[src/rtl/fixed_mult_if.sv]
// fixed_mult_if: operand/result stream bundle for fixed_mult_pipe.
// The master drives operands and out_ready; the slave (the multiplier) drives results and in_ready.
interface fixed_mult_if #(
    parameter int WIDTH = 32
);
    logic             in_valid;
    logic             in_ready;
    logic [WIDTH-1:0] in_a;
    logic [WIDTH-1:0] in_b;
    logic             in_round;
    logic             out_valid;
    logic             out_ready;
    logic [WIDTH-1:0] out_data;
    logic             out_ovf;

    modport master (
        output in_valid, in_a, in_b, in_round, out_ready,
        input  in_ready, out_valid, out_data, out_ovf
    );

    modport slave (
        input  in_valid, in_a, in_b, in_round, out_ready,
        output in_ready, out_valid, out_data, out_ovf
    );
endinterface

[src/rtl/fixed_mult_pipe.sv]
// fixed_mult_pipe: pipelined signed fixed-point multiplier with truncate/round modes and overflow flag.
// Define FIXED_MULT_SAT_EN to clamp overflowing results; otherwise results wrap.
module fixed_mult_pipe #(
    parameter int WIDTH  = 32,
    parameter int FRAC   = 16,
    parameter int STAGES = 3
) (
    input logic        clk,
    input logic        rst,
    fixed_mult_if.slave bus
);
    localparam int PW = 2 * WIDTH;
    localparam int NF = (STAGES >= 3) ? STAGES - 2 : 1;
    localparam logic [PW-1:0] LIM = PW'(1) << (WIDTH - 1);
    localparam logic [PW-1:0] RND = PW'(1) << (FRAC - 1);

    logic              adv;
    logic [STAGES-1:0] v;
    logic              sign_c;
    logic [WIDTH-1:0]  ma_c;
    logic [WIDTH-1:0]  mb_c;
    logic              p_sign;
    logic              p_round;
    logic [PW-1:0]     p_prod;
    logic [PW-1:0]     shifted;
    logic              ovf_c;
    logic [WIDTH-1:0]  wrap_c;
    logic [WIDTH-1:0]  fin_c;
    logic [WIDTH-1:0]  fd [NF];
    logic [NF-1:0]     fo;

    assign adv           = !v[STAGES-1] || bus.out_ready;
    assign bus.in_ready  = adv;
    assign bus.out_valid = v[STAGES-1];
    assign bus.out_data  = fd[NF-1];
    assign bus.out_ovf   = fo[NF-1];

    // Unsigned magnitudes: the most-negative operand maps to 2^(WIDTH-1) exactly.
    assign sign_c = bus.in_a[WIDTH-1] ^ bus.in_b[WIDTH-1];
    assign ma_c   = bus.in_a[WIDTH-1] ? -bus.in_a : bus.in_a;
    assign mb_c   = bus.in_b[WIDTH-1] ? -bus.in_b : bus.in_b;

    generate
        if (STAGES >= 3) begin : g_deep
            logic             s1, r1, s2, r2;
            logic [WIDTH-1:0] a1, b1;
            logic [PW-1:0]    pr2;
            always_ff @(posedge clk or posedge rst) begin
                if (rst) begin
                    s1  <= 1'b0;
                    r1  <= 1'b0;
                    a1  <= '0;
                    b1  <= '0;
                    s2  <= 1'b0;
                    r2  <= 1'b0;
                    pr2 <= '0;
                end else if (adv) begin
                    s1  <= sign_c;
                    r1  <= bus.in_round;
                    a1  <= ma_c;
                    b1  <= mb_c;
                    s2  <= s1;
                    r2  <= r1;
                    pr2 <= {{WIDTH{1'b0}}, a1} * {{WIDTH{1'b0}}, b1};
                end
            end
            assign p_sign  = s2;
            assign p_round = r2;
            assign p_prod  = pr2;
        end else if (STAGES == 2) begin : g_two
            logic             s1, r1;
            logic [WIDTH-1:0] a1, b1;
            always_ff @(posedge clk or posedge rst) begin
                if (rst) begin
                    s1 <= 1'b0;
                    r1 <= 1'b0;
                    a1 <= '0;
                    b1 <= '0;
                end else if (adv) begin
                    s1 <= sign_c;
                    r1 <= bus.in_round;
                    a1 <= ma_c;
                    b1 <= mb_c;
                end
            end
            assign p_sign  = s1;
            assign p_round = r1;
            assign p_prod  = {{WIDTH{1'b0}}, a1} * {{WIDTH{1'b0}}, b1};
        end else begin : g_one
            assign p_sign  = sign_c;
            assign p_round = bus.in_round;
            assign p_prod  = {{WIDTH{1'b0}}, ma_c} * {{WIDTH{1'b0}}, mb_c};
        end
    endgenerate

    // Negative results may reach one unit further than positive ones.
    assign shifted = (p_prod + (p_round ? RND : '0)) >> FRAC;
    assign ovf_c   = p_sign ? (shifted > LIM) : (shifted >= LIM);
    assign wrap_c  = p_sign ? -shifted[WIDTH-1:0] : shifted[WIDTH-1:0];

`ifdef FIXED_MULT_SAT_EN
    assign fin_c = !ovf_c ? wrap_c : p_sign ? {1'b1, {(WIDTH-1){1'b0}}} : {1'b0, {(WIDTH-1){1'b1}}};
`else
    assign fin_c = wrap_c;
`endif

    always_ff @(posedge clk or posedge rst) begin
        if (rst) begin
            v  <= '0;
            fo <= '0;
            for (int i = 0; i < NF; i++) fd[i] <= '0;
        end else if (adv) begin
            v[0]  <= bus.in_valid;
            for (int i = 1; i < STAGES; i++) v[i] <= v[i-1];
            fd[0] <= fin_c;
            fo[0] <= ovf_c;
            for (int i = 1; i < NF; i++) begin
                fd[i] <= fd[i-1];
                fo[i] <= fo[i-1];
            end
        end
    end
endmodule
[src/flat_wrapper.sv]
// flat-port wrapper written by rule: the top's interface ports become plain ports
module fixed_mult_pipe_flat 
#(
    parameter int WIDTH  = 32,
    parameter int FRAC   = 16,
    parameter int STAGES = 3
)
  (clk, rst, bus_in_valid, bus_in_a, bus_in_b, bus_in_round, bus_out_ready, bus_in_ready, bus_out_valid, bus_out_data, bus_out_ovf);
  fixed_mult_if #(.WIDTH(WIDTH)) bus_i ();
  input logic clk;
  input logic rst;
  input wire logic [$bits(bus_i.in_valid)-1:0] bus_in_valid;
  input wire logic [$bits(bus_i.in_a)-1:0] bus_in_a;
  input wire logic [$bits(bus_i.in_b)-1:0] bus_in_b;
  input wire logic [$bits(bus_i.in_round)-1:0] bus_in_round;
  input wire logic [$bits(bus_i.out_ready)-1:0] bus_out_ready;
  output wire logic [$bits(bus_i.in_ready)-1:0] bus_in_ready;
  output wire logic [$bits(bus_i.out_valid)-1:0] bus_out_valid;
  output wire logic [$bits(bus_i.out_data)-1:0] bus_out_data;
  output wire logic [$bits(bus_i.out_ovf)-1:0] bus_out_ovf;
  assign bus_i.in_valid = bus_in_valid;
  assign bus_i.in_a = bus_in_a;
  assign bus_i.in_b = bus_in_b;
  assign bus_i.in_round = bus_in_round;
  assign bus_i.out_ready = bus_out_ready;
  assign bus_in_ready = bus_i.in_ready;
  assign bus_out_valid = bus_i.out_valid;
  assign bus_out_data = bus_i.out_data;
  assign bus_out_ovf = bus_i.out_ovf;
  fixed_mult_pipe #(.WIDTH(WIDTH), .FRAC(FRAC), .STAGES(STAGES)) u_core (.clk(clk), .rst(rst), .bus(bus_i));
endmodule
[config.mk]
export PLATFORM = sky130hd
export DESIGN_NAME = fixed_mult_pipe_flat
export DESIGN_NICKNAME = d
export VERILOG_FILES = /design/src/rtl/fixed_mult_if.sv /design/src/rtl/fixed_mult_pipe.sv /design/src/flat_wrapper.sv
export SDC_FILE = /design/constraint.sdc
export NUM_CORES = 2
export LEC_CHECK = 0
export ABC_AREA = 1
export CAP_MARGIN = 10
export CORE_MARGIN = 2
export CORE_UTILIZATION = 65
export CTS_CLUSTER_DIAMETER = 80
export DETAILED_ROUTE_END_ITERATION = 12
export PLACE_DENSITY = 0.83
export SYNTH_ARGS = -nofsm -noshare
export SYNTH_HDL_FRONTEND = slang
export SYNTH_SLANG_ARGS = --single-unit
export TNS_END_PERCENT = 20
[constraint.sdc]
create_clock -name clk -period 16.5 [get_ports clk]
set_clock_uncertainty 0.05 [all_clocks]
set_input_delay 2.475 -clock clk [delete_from_list [all_inputs] [get_ports clk]]
set_output_delay 2.475 -clock clk [all_outputs]
set_load 0.01 [all_outputs]
==> results.py <==
metrics = {
    "run_status": {
        "status": "completed",
    },
    "clock_network": {
        "cts_resized": 0,
        "hold_buffers": 0,
        "tritoncts": "yes",
        "cts-root-buf": "clkbuf_16",
        "cts_buffer_depth": 2,
        "clock-sinks": 153,
        "cts_buffers": 17,
        "post-cts-setup-buffer-count": 0,
        "clk_latency_ns": 0.45,
        "clk_pin_slew_ns": 0.07,
        "htree_levels": 4,
    },
    "worst_setup_path": {
        "critPathKind": "flop to flop",
        "crit_slowest_cell": "dfrtp_2",
        "cp_max_fo": 33,
        "path_cells": "nand2_1 -> fa_1 -> fa_1 -> fa_1 -> fa_1 -> inv_1 -> fa_1 -> fa_1 -> fa_1 -> inv_1 -> fa_1 -> inv_1 -> ha_1 -> a21oi_1 -> o21ai_0 -> nand2_1 -> nand2_1 -> o21bai_1 -> inv_1 -> nand2_1 -> or2_2 -> nand3_1 -> o21ai_0",
        "timing.critical_path.from_type": "flop",
        "slowest_delay_ns": 1.07,
        "crit_required_ns": 16.74,
        "crit_path_end_kind": "flop",
        "arrival_ns": 8.12,
        "worst_path_most_repeated_cell": "fa_1",
    },
    "final_layout": {
        "area_delta_synth_final_pct": 4.73,
        "final_cell_mix": "1699 x nand2_1, 1668 x inv_1, 895 x fa_1, 299 x nor2_1, 264 x ha_1",
        "n_antenna_cell": 0,
        "final_nets": 7172,
        "final_common_cell": "nand2_1",
        "fin_util": 0.685,
        "drive_above_1_share": 0.0294,
    },
    "drt": {
        "detail-route-antenna-nets": 0,
        "viasPerCell": 5.55,
        "drt-total-wl_um": 128000,
        "drc_errors": 0,
        "vias": 38000,
        "wl_per_cell_um": 18.7,
        "first_pass_iters": 8,
        "wirelength_met1_um": 49200,
        "dr_wl_met2_um": 60100,
        "top_layer": "met5",
        "first_iter_violations": 3605,
        "met3_length_um": 13600,
    },
    "grt": {
        "grt_pass1_wl_um": 208000,
        "grt_max_degree": 198,
        "track_usage": 0.377,
        "grt_pass1_vias": 39600,
        "antenna_found_initial": 2,
        "grt-ovfl-total": 0,
    },
    "worst_hold_path": {
        "hold_class": "flop to flop",
    },
    "placement": {
        "place_hpwl_um": 102000,
        "gp_congestion": 1.09,
        "numPortBuffers": 103,
    },
    "yosys": {
        "synth_area_um2": 44600,
        "ys_seq_area_frac": 0.0859,
        "synth_seq_cells": 153,
        "synthFlopType": "dfrtp_1",
        "synth.avg_cell_area_um2": 7.37,
        "synthTopCellsByArea": "fa_1 40%, nand2_1 14%, inv_1 14%",
        "synth_cells": 6054,
        "yosysTopAreaCellShare": 0.402,
        "synth-edff-count": 0,
        "ys_async_sr_fraction": 1.00,
        "yosys.area.top_type": "fa_1",
        "syn_nets": 7282,
        "synthDistinctLibCells": 44,
        "ys_warn_count": 0,
    },
    "timing": {
        "rsz0062_at_grt": "false",
        "fmax_mhz": 127,
        "finalHoldViolCount": 0,
        "max-slew-margin-rel": 0.146,
        "worst_slew_pin_slew_ns": 1.28,
        "setup_tns_ns": 0,
        "fin_crit_ns": 7.88,
        "setup_viol": 0,
        "period_share": 0.478,
        "maxSlewViolCount": 0,
    },
    "flow_run": {
        "drv_cap": 0,
    },
    "floorplan": {
        "die_y_um": 266,
        "coreArea_um2": 68200,
        "start_util": 0.654,
        "rows": 96,
        "die_w_um": 266,
        "dieArea_um2": 70700,
        "io_pins": 104,
    },
}
==> worst max-delay path: cells and delay by family, from the launching register on <==
family,cells,cell delay [ns]
DFF,1,1.07
AOI/OAI and AO/OA,4,0.81
buffers and inverters,4,0.30
adders and majority gates,9,4.54
and+or+nand+nor,6,0.92
==> cells by family after synthesis <==
family / synth area share
and+or+nand+nor: 0.211
buffers and inverters: 0.166
xor gates and xnor gates: 0.0175
AOI/OAI and AO/OA: 0.0438
DFF: 0.0859
adders and majority gates: 0.476
==> synth_stat cells (2+ instances only) <==
cell / instances
or2_2: 11
nand3_2: 4
ha_1: 264
xnor2_1: 32
nor2_1: 300
dfrtp_1: 153
a31oi_1: 19
o31ai_1: 5
nand2_2: 17
and3_1: 7
inv_2: 4
nand3b_1: 15
a21boi_0: 3
nor3_1: 36
buf_2: 2
o21bai_1: 17
nor2_4: 10
a21oi_1: 118
o21a_1: 4
o211ai_1: 4
clkbuf_1: 283
nand2_1: 1699
nand4_1: 33
nand3_1: 161
o21ai_0: 166
nor4_1: 5
nand2_4: 5
xor2_1: 57
inv_1: 1670
a21o_1: 12
o21ai_1: 6
fa_1: 895
nor2_2: 15
buf_1: 12
==> metrics by stage <==
stage	instance area, um^2	hold slack [ns]	worst slack (ns)	cells
2_1_floorplan	44600	0.370	9.85	6054
4_1_cts	46700	0.419	8.62	6837
3_5_place_dp	46100	0.402	8.65	6805
5_1_grt	46700	0.444	8.29	6839
3_3_place_gp	46100	0.399	8.78	6805
6_report	46700	0.412	8.62	6839
==> area by class of cell <==
class,instances,area [um^2]
Multi-Input combinational cell,3929,33400
Fill cell,5660,21500
Inverter,1674,6290
Sequential cell,153,3830
Timing Repair Buffer,169,1560
Tap cell,882,1100
Clock buffer,17,425
Clock inverter,15,135
==> flip-flops by register name, indices dropped and copies added (netlist names) <==
register / count
u_core.g_deep.pr2: 49
u_core.g_deep.r1: 1
u_core.bus.out_ovf: 1
u_core.g_deep.s2: 1
u_core.v: 3
u_core.g_deep.s1: 1
u_core.g_deep.b1: 32
u_core.g_deep.a1: 32
u_core.g_deep.r2: 1
u_core.bus.out_data: 32
==> metal layers <==
metal,vias up,GRT usage
met5,-,0
met4,4,0.122
met3,367,0.0700
met2,1967,0.620
met1,18600,0.511
li1,17000,-
==> final timing paths <==
check | cells after the start | startpoint | end | slack, ns
max | 23 | u_core.g_deep.a1[24]$_DFFE_PP0P_ | u_core.g_deep.pr2[39]$_DFFE_PP0P_ | 8.62
min | 2 | u_core.v[1]$_DFFE_PP0P_ | u_core.v[2]$_DFFE_PP0P_ | 0.41
max reg2reg | 23 | u_core.g_deep.a1[24]$_DFFE_PP0P_ | u_core.g_deep.pr2[39]$_DFFE_PP0P_ | 8.62
min reg2reg | 2 | u_core.v[1]$_DFFE_PP0P_ | u_core.v[2]$_DFFE_PP0P_ | 0.41
max in group asynchronous | 3 | rst | u_core.g_deep.a1[17]$_DFFE_PP0P_ | 12.33
min in group asynchronous | 2 | rst | u_core.g_deep.a1[7]$_DFFE_PP0P_ | 2.50
Power is not shown: default switching activity piles up to over one toggle a cycle in this logic, so the estimate is an artifact.
